==> config.mk <==
export PLATFORM = sky130hd
export DESIGN_NAME = sm_seq_divider
export DESIGN_NICKNAME = d
export VERILOG_FILES = /design/src/rtl/sm_seq_divider.sv
export SDC_FILE = /design/constraint.sdc
export NUM_CORES = 1
export LEC_CHECK = 0
export CAP_MARGIN = 10
export CORE_MARGIN = 2
export CORE_UTILIZATION = 49
export CTS_BUF_LIST = sky130_fd_sc_hd__clkbuf_2 sky130_fd_sc_hd__clkbuf_4 sky130_fd_sc_hd__clkbuf_8
export DETAILED_ROUTE_END_ITERATION = 12
export PLACE_DENSITY = 0.82
export SKIP_CTS_REPAIR_TIMING = 1
export SLEW_MARGIN = 20
export SYNTH_ARGS = -nofsm -noshare
export SYNTH_HDL_FRONTEND = slang
export SYNTH_SLANG_ARGS = --single-unit
==> constraint.sdc <==
create_clock -name clk -period 2.24 [get_ports clk]
set_input_delay 0.224 -clock clk [delete_from_list [all_inputs] [get_ports clk]]
set_output_delay 0.224 -clock clk [all_outputs]
set_load 0.05 [all_outputs]
==> src/rtl/sm_seq_divider.sv <==
// Sequential sign-magnitude divider: 2N-bit dividend / N-bit divisor,
// restoring shift-subtract, one quotient bit per clock.
// Optional build macro SM_DIV_OPCOUNT_EN adds an 8-bit completion counter
// output op_count (wraps at 255).
// Requires N >= 3.
module sm_seq_divider #(
  parameter int N = 6
) (
  input  logic           clk,
  input  logic           rst,
  input  logic           start,
  input  logic [2*N-1:0] dividend,
  input  logic [N-1:0]   divisor,
  output logic [N-1:0]   quotient,
  output logic [N-1:0]   remainder,
  output logic           busy,
  output logic           done,
  output logic           div_by_zero,
  output logic           overflow
`ifdef SM_DIV_OPCOUNT_EN
  ,
  output logic [7:0]     op_count
`endif
);

  localparam int CW = $clog2(N);

  typedef enum logic [1:0] {
    IDLE,
    DIV,
    FIN
  } state_t;

  state_t state, state_nxt;

  logic [N-2:0]  prem;     // partial remainder, always below the divisor magnitude
  logic [N-2:0]  lo;       // remaining dividend low bits; quotient bits shift in at the bottom
  logic [N-2:0]  dmag;
  logic [CW-1:0] cnt;
  logic          dsign;
  logic          vsign;

  logic          dz;
  logic          ov;
  logic [N-1:0]  shifted;
  logic          take;
  logic [N-2:0]  diff;

  assign dz      = (divisor[N-2:0] == '0);
  assign ov      = (dividend[2*N-2:N-1] >= {1'b0, divisor[N-2:0]});
  // N-bit trial keeps the bit shifted out of the partial remainder
  assign shifted = {prem, lo[N-2]};
  assign take    = (shifted >= {1'b0, dmag});
  assign diff    = (N-1)'(shifted - {1'b0, dmag});

  // State register
  always_ff @(posedge clk) begin
    if (rst) state <= IDLE;
    else     state <= state_nxt;
  end

  // Next-state logic
  always_comb begin
    state_nxt = state;
    case (state)
      IDLE: if (start) state_nxt = (dz || ov) ? FIN : DIV;
      DIV:  if (cnt == CW'(1)) state_nxt = FIN;
      FIN:  state_nxt = IDLE;
      default: state_nxt = IDLE;
    endcase
  end

  // Datapath, result registers and status flags
  always_ff @(posedge clk) begin
    if (rst) begin
      quotient    <= '0;
      remainder   <= '0;
      busy        <= 1'b0;
      done        <= 1'b0;
      div_by_zero <= 1'b0;
      overflow    <= 1'b0;
      prem        <= '0;
      lo          <= '0;
      dmag        <= '0;
      cnt         <= '0;
      dsign       <= 1'b0;
      vsign       <= 1'b0;
`ifdef SM_DIV_OPCOUNT_EN
      op_count    <= '0;
`endif
    end else begin
      done <= 1'b0;
      case (state)
        IDLE: begin
          if (start) begin
            dsign       <= dividend[2*N-1];
            vsign       <= divisor[N-1];
            dmag        <= divisor[N-2:0];
            div_by_zero <= 1'b0;
            overflow    <= 1'b0;
            if (dz) begin
              div_by_zero <= 1'b1;
              quotient    <= '0;
              remainder   <= '0;
            end else if (ov) begin
              overflow    <= 1'b1;
              quotient    <= '0;
              remainder   <= '0;
            end else begin
              busy <= 1'b1;
              cnt  <= CW'(N-1);
              prem <= dividend[2*N-3:N-1];
              lo   <= dividend[N-2:0];
            end
          end
        end
        DIV: begin
          prem <= take ? diff : shifted[N-2:0];
          lo   <= {lo[N-3:0], take};
          cnt  <= cnt - CW'(1);
          if (cnt == CW'(1)) busy <= 1'b0;
        end
        FIN: begin
          done <= 1'b1;
          if (!div_by_zero && !overflow) begin
            quotient  <= {(lo != '0) & (dsign ^ vsign), lo};
            remainder <= {(prem != '0) & dsign, prem};
          end
`ifdef SM_DIV_OPCOUNT_EN
          op_count <= op_count + 8'd1;
`endif
        end
        default: ;
      endcase
    end
  end

endmodule

Yosys cells after proc, flatten, opt, wreduce, memory -nomap -nowiden. Index checks and enable logic that the tools add are counted.

$mul: 0. Reduce and logical (&&, ||, !) cells: 15. Bitwise gates (word level): 3. Add/subtract/negate cells: 2. Equal/unequal tests: 9. Multiplexer cells: 33. Shifts and indexed selects: 0. Divide/modulo/power cells: 0. Magnitude comparators: 2.

Operators with widths (count): 5-bit two-way mux (7); 6-bit two-way mux (5); 6-bit case mux with 2 select lines (2); 5-bit case mux with 2 select lines (2); 6-bit by 5-bit >= comparator with 1-bit output (2); 2-bit inequality test, second input constant (5); 5-bit nonzero test (2); 3-bit two-way mux (3); 1-bit two-way mux (8); 4-bit AND reduction (2); 2-bit two-way mux (3); 3-bit case mux with 2 select lines (1); 5-bit logical NOT (1); 5-bit AND reduction (1); 5-bit subtractor (1); 2-bit case mux with 2 select lines (1); 2-bit AND reduction (2); 2-bit nonzero test (2); 3-bit by 1-bit equality test with 1-bit output, second input constant (1); 3-bit inequality test, second input constant (1); 3-bit by 1-bit subtractor with 3-bit output, second input constant (1); 1-bit AND (2); 2-bit by 1-bit equality test with 1-bit output, second input constant (1); 2-bit equality test, second input constant (1); other kinds (6) (7).

Memories: 0. Memory bits (writable): 0. Register bits: 38. Bits in latches: 0. Memory bits (read-only): 0.

Logic depth before layout (Yosys ltp). Gate-level depths: netlist (run 1).

Depth in word-level cells: 5. Gate-level depth with buffers: 9. Depth with buffers taken out: 9.

Least setup slack after synthesis (run 1). No wires, ideal clock.

Path kind: flip-flop to flip-flop. From: reg prem[1]. To: reg prem[2]. Arrival: 1.955 ns. Period minus slack after synthesis: 2.084 ns. Setup slack: 0.156 ns. Required time: 2.111 ns. Cell stages (with the launch flop): 8. Buffers on the path: 0. Library setup time: 0.129 ns. Cell sequence: dfxtp_1 > ha_1 > and3_1 > a311o_1 > a21oi_2 > mux2_2 > nand2_1 > a31oi_1.

Cells in the longest elaborated chain, start to end: 3.

RTL lines: from (decl) (RTL line 36) `logic [N-2:0] prem;`; from (signal assigned) (RTL line 112) `prem <= dividend[2*N-3:N-1];`; from (signal assigned) (RTL line 118) `prem <= take ? diff : shifted[N-2:0];`; 5-bit subtractor / 6-bit by 5-bit >= comparator with 1-bit output (equally long branches) (RTL line 54, 53); 5-bit two-way mux * (RTL line 118); 5-bit case mux with 2 select lines * (RTL line 93) `case (state)`.

Every way passes the cells marked *; elsewhere a longest branch is shown, timed or not. A chain may end at the register's enable or synchronous reset.

Final worst setup path (run 1).
From: in divisor[3]. To: reg remainder[2].

Cells in the longest elaborated chain, start to end: 4.

RTL lines: from (decl) (RTL line 13) `input logic [N-1:0] divisor,`; parallel branches: the longest is 4 deep, another holds 6-bit by 5-bit >= comparator with 1-bit output; to (signal assigned) (RTL line 127) `remainder <= {(prem != '0) & dsign, prem};`; to (decl) (RTL line 15) `output logic [N-1:0] remainder,`.

Several ways; the timed one is not identified. The select of a mux whose other input is x is not followed.

==> results of run 1 <==
## area by class of cell
cell class,count,area (um^2),share of cell area [%]
inverters,14,52.6,1.91
multi-input cells,174,1210,44.0
well taps,50,62.6,2.27
flip-flops and latches,38,762,27.7
repair buffers,62,581,21.1
clock buffers,6,82.6,3.00
## Yosys cell counts, drive strengths merged (2+ instances only)
library cell,number
dfxtp,38
nand2,34
mux2i,19
nor2,18
a21oi,17
nand2b,17
inv,14
ha,12
a211oi,7
clkbuf,6
a31oi,5
nand3,5
nor3,5
buf,4
nand3b,4
o21ai,3
a21o,2
dlygate4sd1,2
nor2b,2
nor4,2
o221ai,2
or4,2
xnor2,2
xor2,2
## logic make-up after synthesis
family / share of synthesized area, %
buf+inv: 6.08
mux: 9.70
flops: 36.6
fa+ha+maj: 8.19
simple gates: 22.5
xor+xnor: 1.69
compound gates: 15.2
## final timing paths
path         cells past startpoint  slack [ns]      endpoint
min reg2reg                      2        0.47       dmag[3]
max reg2reg                      8        0.13       prem[2]
min                              2        0.47       dmag[3]
max                             11        0.09  remainder[2]
## metal layers
metal,GRT usage (%),vias up
met1,26.2,824
met3,5.41,12
met2,32.7,56
li1,-,935
met4,7.84,0
met5,0,-
## registers in the layout, indices dropped and copies added (netlist names)
name and count:
remainder 6, prem 5, vsign 1, div_by_zero 1, cnt 3, dmag 5, lo 5, overflow 1
dsign 1, state 2, done 1, quotient 6, busy 1
## worst reg2reg max path, stage by stage, from the launching register on
cell and delay (ns):
dfxtp_2 0.34, inv_1 0.06, ha_1 0.31, and3_1 0.15, a311o_1 0.42, a21oi_4 0.21
mux2_2 0.36, nand2_1 0.07, a31oi_1 0.07
## power breakdown
group | internal, mW | leakage [nW] | switching (mW)
registers | 0.718 | 0.310 | 0.0399
clock network | 0.237 | 0.0431 | 0.225
logic | 0.262 | 0.729 | 0.264
## per-stage QoR
stage	instances	power, mW	util (%)
6_report	344	1.75	68.3
5_1_grt	344	1.84	68.3
2_1_floorplan	238	1.09	-
3_5_place_dp	338	1.27	65.7
3_3_place_gp	338	1.26	65.7
4_1_cts	344	1.73	67.7
==> key figures, run 1 <==
Drt
  – Via count: 1827
  – 1st-pass router iterations: 4
  – M1 WL: approximately 2100 um
  – Post-DRT Antenna Nets: 0
  – Drt total wl: 4610 um
  – Uppermost routed layer: met4
  – # DRC: 0
  – DR WL/cell: 13.4 um
  – First-iteration detailed-routing DRC count: 97
  – Vias per cell: 5.31
  – Detail Route met3 WL: about 220 um
  – WL met2: 2140 um

Layout
  – Post-route cell area: 2750 um^2
  – Layout area overhead: 32.5%
  – Fillers: around 350
  – Final nets: 329
  – # diodes: 0
  – Layout cell share with drive strength beyond 1: between 15 and 20%
  – Commonest cells after routing, fill and taps aside: dfxtp_1, clkdlybuf4s50_1, nand2_1, buf_4, mux2i_1
  – Most common cell after layout, fill and taps aside: dfxtp_1

Logic synthesis
  – Post-synthesis sequential area ratio: 36.6%
  – Number of synthesized flops with an enable pin: 0
  – Yosys warns: 0
  – #FFs+latches synth: 38
  – Synth top area share: approximately 37%
  – Post-Syn Nets: 272
  – Cells after synthesis: 238
  – Area leader, netlist: dfxtp_1
  – Synth cell types: 46
  – Ys async rst share: 0%
  – Synthesized area per cell: ~8.7 um^2
  – Primary FF master, synth: dfxtp_1
  – Synth area leaders: dfxtp_1, mux2i_1, ha_1
  – Post-synthesis instance area: 2080 um^2

Clock network
  – CTS tree: built
  – Clock Sink Count: 38
  – Clock buffer depth: 2
  – Clock transition at path regs: roughly 0.07 ns
  – Root Buffer: clkbuf_8
  – Inserted Clock Buffers: 5
  – H-tree Lvls: 2
  – Skew-Pair Late Insertion Delay: between 0.2 and 0.3 ns

Placed design
  – Routability cong.: 0.873
  – Placed cell area: ~2600 um^2
  – Post-DP HPWL: 3440 um
  – Place WS: -0.247 ns
  – I/O Buffers: 36

Pwr
  – Peak VDD IR: around 0.00044 V
  – Pwr/cell area: 634 nW/um^2
  – Leak: between 1 and 1.5 nW

STA
  – Final worst path period need: 2.15 ns
  – Tcrit/Tclk final: 95.9%
  – Rel. slew slack: between 60% and 70%
  – Setup violators final: 0
  – Setup_tns: 0 ns
  – Max Transition Viols Final: 0
  – Max Clock Freq: 0.465 GHz
  – Worst hold slack: approximately 0.47 ns
  – Setup Skew: around 0.0054 ns
  – Worst Max-Slew Pin Slew: 0.501 ns
  – Fin. Hold Viols: 0
  – Worst setup margin: 0.0911 ns

Floorplanning
  – Die Wd: approximately 69 um
  – Initial core utilization: 51.6%
  – Core area: 4030 um^2
  – I/O pin count: 37
  – Die Area: about 4800 um^2
  – Die H: 69.1 um
  – Row Count: 23

Global route
  – GRT Overall Usage: 20.4%
  – First-pass GRT wire length: ~8000 um
  – Initial antenna violation count: 0
  – Number of global-route vias before repair: 1783
  – Largest net degree at the start of global routing: 42
  – GRT overflow: 0

Setup path
  – Critical Path AT: 2.32 ns
  – R2R Path Start: lo[4]
  – Slowest-stage cell, CP: clkdlybuf4s50_1
  – CP max stage delay: 0.48 ns
  – Crit path max-delay family: buffers and inverters
  – Crit path from: divisor[3]
  – Crit path required time: 2.42 ns
  – CP max FO: 12
  – WS Path Type: input pin to register
  – Worst Setup End Kind: register
  – Buf+Inv Stages, Crit Path: 4
  – CP cell instances: clkdlybuf4s50_1 -> inv_1 -> ha_1 -> a21o_1 -> a211oi_2 -> o21ai_2 -> buf_4 -> nor2_1 -> o32ai_2 -> buf_12 -> mux2i_1
  – Nature of the critical path startpoint: input pin

Worst hold path
  – Hold crit path type: register to register
  – Min-delay src: dmag[3]

Flow run
  – Max cap viols: 0

Status
  – Status: complete, no violations
Power figures use the tool's default switching activity.
==> run 2, diff against run 1 <==
clock period = 1.82 ns   (was 2.24 ns; I/O delays follow)
==> run 2 against run 1 <==
- the flow now finishes with violations (setup timing)
- sequential power is 23% higher
- highest routed layer unchanged
- largest cell class unchanged
- via count is 5.6% higher
- critical path depth shrank 4
- worst hold slack worse by 0.24 ns
==> key figures, run 2 (synthesis gave the netlist of run 1 again) <==
Status
  – Status: finished with violations
  – Violated checks: setup timing

Layout
  – Layout cell share with drive strength beyond 1: 28.2% (+12 points)
  – Commonest cells after routing, fill and taps aside: buf_4, nand2_1, dfxtp_1, clkdlybuf4s50_1, mux2i_1
  – Layout area overhead: 46.3%
  – # diodes: 0 (unchanged)
  – Most common cell after layout, fill and taps aside: buf_4
  – Largest registers: quotient: 6 flops, remainder: 6 flops
  – Final nets: 345 (+4.9%)
  – Final std cells w/o fill: 362 (+5.2%)

Clock network
  – Root Buffer: clkbuf_8
  – CTS tree: built
  – H-tree Lvls: 2 (unchanged)
  – Inserted Clock Buffers: 5 (unchanged)
  – Clock transition at path regs: 0.06 ns (about the same)
  – Clock buffer depth: 2 (unchanged)
  – Clock Sink Count: 38 (unchanged)
  – Skew-Pair Late Insertion Delay: 0.29 ns (about the same)

STA
  – Max Clock Freq: 0.521 GHz
  – Setup Skew: 0.00699 ns (+0.00156 ns)
  – Setup_tns: -0.330 ns (-0.330 ns)
  – Fin. Hold Viols: 0 (unchanged)
  – Tcrit/Tclk final: 106%
  – Rel. slew slack: 66.6% (+0.11 points)
  – Worst Max-Slew Pin Slew: 0.500 ns (-0.00131 ns)
  – Setup violators final: 5 (+5)
  – Final worst path period need: 1.92 ns
  – Worst setup margin: -0.101 ns (-0.192 ns)
  – RSZ-0062 raised after global routing: true
  – Max Transition Viols Final: 0 (unchanged)
  – Worst hold slack: 0.226 ns (-0.240 ns)

Placed design
  – Post-DP HPWL: 3620 um (+5.2%)
  – Routability cong.: 0.845 (-3.3%)
  – Placed Cells incl. Taps: 350 (+3.6%)
  – I/O Buffers: 36 (unchanged)

Global route
  – Number of global-route vias before repair: 1865 (+4.6%)
  – Largest net degree at the start of global routing: 29 (-31%)
  – GRT overflow: 0 (unchanged)
  – Initial antenna violation count: 0 (unchanged)
  – GRT Overall Usage: 22.1% (+1.7 points)
  – First-pass GRT wire length: 8500 um (+6.4%)

Drt
  – 1st-pass router iterations: 4 (unchanged)
  – Uppermost routed layer: met4
  – First-iteration detailed-routing DRC count: 95 (-2.1%)
  – Drt total wl: 5220 um (+13%)
  – DR WL/cell: 14.4 um (+7.6%)
  – Vias per cell: 5.33 (+0.33%)
  – Detail Route met3 WL: 233 um (+7.9%)
  – Via count: 1929 (+5.6%)
  – Post-DRT Antenna Nets: 0 (unchanged)
  – # DRC: 0 (unchanged)
  – WL met2: 2570 um (+20%)
  – M1 WL: 2280 um (+6.2%)

Floorplanning
  – Initial core utilization: 51.6% (unchanged)
  – Die Area: 4780 um^2 (unchanged)
  – Die H: 69.1 um (unchanged)
  – Core area: 4030 um^2 (unchanged)
  – I/O pin count: 37 (unchanged)
  – Row Count: 23 (unchanged)
  – Die Wd: 69.1 um (unchanged)

Setup path
  – WS Path Type: register to register
  – Worst Setup End Kind: register
  – CP max FO: 5 (-7)
  – Crit path required time: 1.99 ns (-0.43 ns)
  – Critical Path AT: 2.09 ns (-0.23 ns)
  – Nature of the critical path startpoint: register

Pwr
  – Tot Pwr: 2.45 mW (+40%)
  – Peak VDD IR: 0.000466 V (+4.9%)
  – Leak: 1.28 nW (+18%)
  – Pwr/cell area: 805 nW/um^2 (+27%)

Flow run
  – Max cap viols: 0 (unchanged)

Worst hold path
  – Hold crit path type: input pin to register
## run 2: changes by cell type in the layout (fill, tap and decap cells not counted), moves of 2 or more
| cell | before | now |
|---|---|---|
| clkbuf_4 | 0 | 2 |
| dfxtp_1 | 37 | 33 |
| inv_1 | 14 | 11 |
| dlymetal6s2s_1 | 0 | 9 |
| inv_2 | 0 | 3 |
| nor2_1 | 17 | 15 |
| dfxtp_2 | 1 | 5 |
| buf_4 | 24 | 38 |
| clkdlybuf4s50_1 | 36 | 26 |
| nor2_2 | 0 | 2 |
| ha_1 | 12 | 8 |
| ha_4 | 0 | 4 |
## run 2: per-stage QoR
step	utilization (%)	setup WS, ns	area, um^2
2_1_floorplan	-	-0.0822	2130
3_3_place_gp	69.2	-0.468	2790
3_5_place_dp	69.2	-0.526	2790
4_1_cts	72.0	-0.225	2900
5_1_grt	75.4	-0.184	3040
6_report	75.4	-0.101	3040
## run 2: final timing paths
check	slack, ns	from	cells after the start	to
worst max-delay path	-0.10	dmag[0]	7	prem[2]
worst min-delay path	0.23	divisor[4]	3	dmag[4]
worst max register to register	-0.10	dmag[0]	7	prem[2]
worst min register to register	0.47	dmag[3]	2	dmag[3]
## run 2: routing by layer
metal | vias up | GRT usage (%)
met2 | 55 | 35.8
met3 | 12 | 5.70
met5 | - | 0
met4 | 0 | 9.15
met1 | 889 | 27.7
li1 | 973 | -
## run 2: critical path, stage by stage (launching register included)
cell and delay, ns:
dfxtp_1 0.40, ha_4 0.23, and3_4 0.14, a311o_1 0.36
a21oi_4 0.22, mux2_4 0.34, nand2_2 0.05, a31oi_1 0.06
## run 2: final cells by class
cell class | instances | area (um^2)
Multi-Input combinational cell | 174 | 1310
Tap cell | 50 | 62.6
Inverter | 14 | 52.6
Timing Repair Buffer | 78 | 729
Fill cell | 300 | 990
Sequential cell | 38 | 767
Clock inverter | 1 | 30.0
Clock buffer | 7 | 83.8
## run 2: power by group
| group | total, mW | leakage, nW | switching, mW | internal [mW] |
|---|---|---|---|---|
| Combinational | 0.790 | 0.905 | 0.378 | 0.412 |
| Sequential | 0.933 | 0.312 | 0.0484 | 0.885 |
| Clock | 0.725 | 0.0593 | 0.285 | 0.440 |
| Total | 2.45 | 1.28 | 0.711 | 1.74 |
==> run 3, diff against run 2 <==
CTS_CLUSTER_DIAMETER = 200   (was default)
REMOVE_ABC_BUFFERS = 1   (was default)
==> run 3 against run 2 <==
- the run still ends with setup timing left
- maximum frequency is 5.3% lower
- global-route usage is 1.4 points lower
- critical path depth is 2 higher
- first-iteration DRC count is 79% higher
- cell count is 0.28% higher
- die area stayed put
- highest routed layer unchanged
- setup slack worse by 0.11 ns
- clock power is 2% higher
- utilization is 2.5 points higher
- routed wire length is 16% higher
- clock skew is 0.0059 ns higher
- non-clock buffer count is 1 higher
==> key figures, run 3 (synthesis gave the netlist of run 1 again) <==
Layout
  – Largest registers: quotient: 6 flops, remainder: 6 flops
  – Layout area overhead: 51.1%
  – Most common cell after layout, fill and taps aside: buf_4
  – Fillers: 264 (-12%)
  – # diodes: 0 (unchanged)
  – Post-route cell area: 3140 um^2 (+3.3%)
  – Commonest cells after routing, fill and taps aside: buf_4, dfxtp_1, nand2_1, clkdlybuf4s50_1
  – Final core occ: 77.9% (+2.5 points)
  – Final nets: 346 (+0.29%)
  – Layout cell share with drive strength beyond 1: 28.1% (-0.090 points)

Global route
  – Met1 Use GR: 27.1% (-0.58 points)
  – GR Util met3: 4.09% (-1.6 points)
  – Number of global-route vias before repair: 1763 (-5.5%)
  – GR peak layer: met2
  – Initial antenna violation count: 0 (unchanged)
  – Met2 usage: 34.1% (-1.7 points)
  – GRT Overall Usage: 20.7% (-1.4 points)
  – First-pass GRT wire length: 8090 um (-4.9%)
  – GRT overflow: 0 (unchanged)
  – Largest net degree at the start of global routing: 29 (unchanged)

Floorplanning
  – Core area: 4030 um^2 (unchanged)
  – Die Wd: 69.1 um (unchanged)
  – I/O pin count: 37 (unchanged)
  – Die H: 69.1 um (unchanged)
  – Initial core utilization: 51.6% (unchanged)
  – Die Area: 4780 um^2 (unchanged)
  – Row Count: 23 (unchanged)

Pwr
  – Peak VDD IR: 0.000560 V (+20%)
  – Pwr/cell area: 805 nW/um^2 (about the same)
  – Leak: 1.30 nW (+2.0%)

STA
  – Max Clock Freq: 0.493 GHz (-5.3%)
  – Final worst path period need: 2.03 ns (+0.107 ns)
  – Max Transition Viols Final: 0 (unchanged)
  – Setup violators final: 5 (unchanged)
  – Rel. slew slack: 65.6% (-1.0 points)
  – Setup Skew: 0.0129 ns (+0.00592 ns)
  – RSZ-0062 raised after global routing: true
  – Fin. Hold Viols: 0 (unchanged)
  – Worst setup margin: -0.208 ns (-0.107 ns)
  – Tcrit/Tclk final: 111% (+5.9 points)
  – Worst Max-Slew Pin Slew: 0.515 ns (+0.0153 ns)

Setup path
  – Critical Path AT: 2.20 ns (+0.11 ns)
  – WS Path Type: register to register
  – Crit path required time: 2.00 ns (about the same)
  – Worst R2R Path Depth: 9 (+2)
  – Nature of the critical path startpoint: register
  – Slowest-stage cell, CP: dfxtp_2
  – CP max stage delay: 0.35 ns (-0.05 ns)
  – CP max FO: 2 (-3)
  – Worst Setup End Kind: register
  – CP cell instances: inv_2 -> ha_4 -> fa_2 -> nand2b_4 -> a21oi_4 -> buf_6 -> xor2_1 -> a32oi_1 -> o221ai_1

Placed design
  – Placed cell area: 2730 um^2 (-2.2%)
  – I/O Buffers: 36 (unchanged)
  – Place WS: -0.620 ns (-0.0932 ns)
  – Routability cong.: 0.855 (+1.3%)
  – Post-DP HPWL: 3480 um (-3.9%)

Drt
  – 1st-pass router iterations: 4 (unchanged)
  – Vias per cell: 5.68 (+6.6%)
  – Post-DRT Antenna Nets: 0 (unchanged)
  – Via count: 2062 (+6.9%)
  – Drt total wl: 6070 um (+16%)
  – DR WL/cell: 16.7 um (+16%)
  – First-iteration detailed-routing DRC count: 170 (+79%)
  – # DRC: 0 (unchanged)

Clock network
  – Skew-Pair Late Insertion Delay: 0.30 ns (about the same)
  – CTS tree: built
  – Root Buffer: clkbuf_8
  – Inserted Clock Buffers: 5 (unchanged)
  – Clock Sink Count: 38 (unchanged)
  – Clock buffer depth: 2 (unchanged)
  – Clock transition at path regs: 0.09 ns (+0.03 ns)
  – H-tree Lvls: 2 (unchanged)

Worst hold path
  – Hold depth: 4 (+1)
  – Hold crit path type: input pin to register

Status
  – Violated checks: setup timing
  – Status: finished with violations

Flow run
  – Max cap viols: 0 (unchanged)
[run 3: routing by layer]
| layer | wire length (um) | vias up | share of wire, % |
|---|---|---|---|
| met3 | 416 | 33 | 6.8 |
| met2 | 2930 | 90 | 48 |
| met4 | 286 | 0 | 4.7 |
| met5 | 0 | - | 0 |
| met1 | 2440 | 968 | 40 |
| li1 | - | 971 | - |
[run 3: power breakdown]
| part | internal [mW] | total, mW | switching (mW) |
|---|---|---|---|
| clock network | 0.408 | 0.740 | 0.332 |
| logic | 0.441 | 0.850 | 0.409 |
| registers | 0.884 | 0.939 | 0.0547 |
| total | 1.73 | 2.53 | 0.795 |
[run 3: worst max-delay path, delay by kind of cell, from the launching register on]
family	cells	cell delay [ns]
compound gates	3	0.64
fa+ha+maj	2	0.51
flops	1	0.35
buf+inv	2	0.17
simple gates	1	0.16
xor+xnor	1	0.07
[run 3: cell type report]
type                    instances  area [um^2]  area share (%)
clock buffers                   5         68.8            2.19
clock inverters                 3         45.0            1.43
inverters                      14         52.6            1.67
multi-input cells             174         1360            43.4
flip-flops and latches         38          766            24.4
well taps                      50         62.6            1.99
repair buffers                 79          783            25.0
[run 3: worst paths after layout]
check / start / slack, ns / endpoint
setup / recovery: lo[4] / -0.21 / prem[4]
hold / removal: divisor[1] / 0.28 / dmag[1]
setup reg to reg: lo[4] / -0.21 / prem[4]
hold reg to reg: dmag[2] / 0.47 / dmag[2]
[run 3: metrics by stage]
stage,hold slack [ns],setup TNS [ns],power (mW),std cells
2_1_floorplan,0.251,-2.88,1.31,226
3_3_place_gp,0.443,-14.89,1.59,349
3_5_place_dp,0.449,-16.30,1.60,349
4_1_cts,0.429,-7.43,2.33,357
5_1_grt,0.281,-1.08,2.62,363
6_report,0.280,-0.782,2.53,363
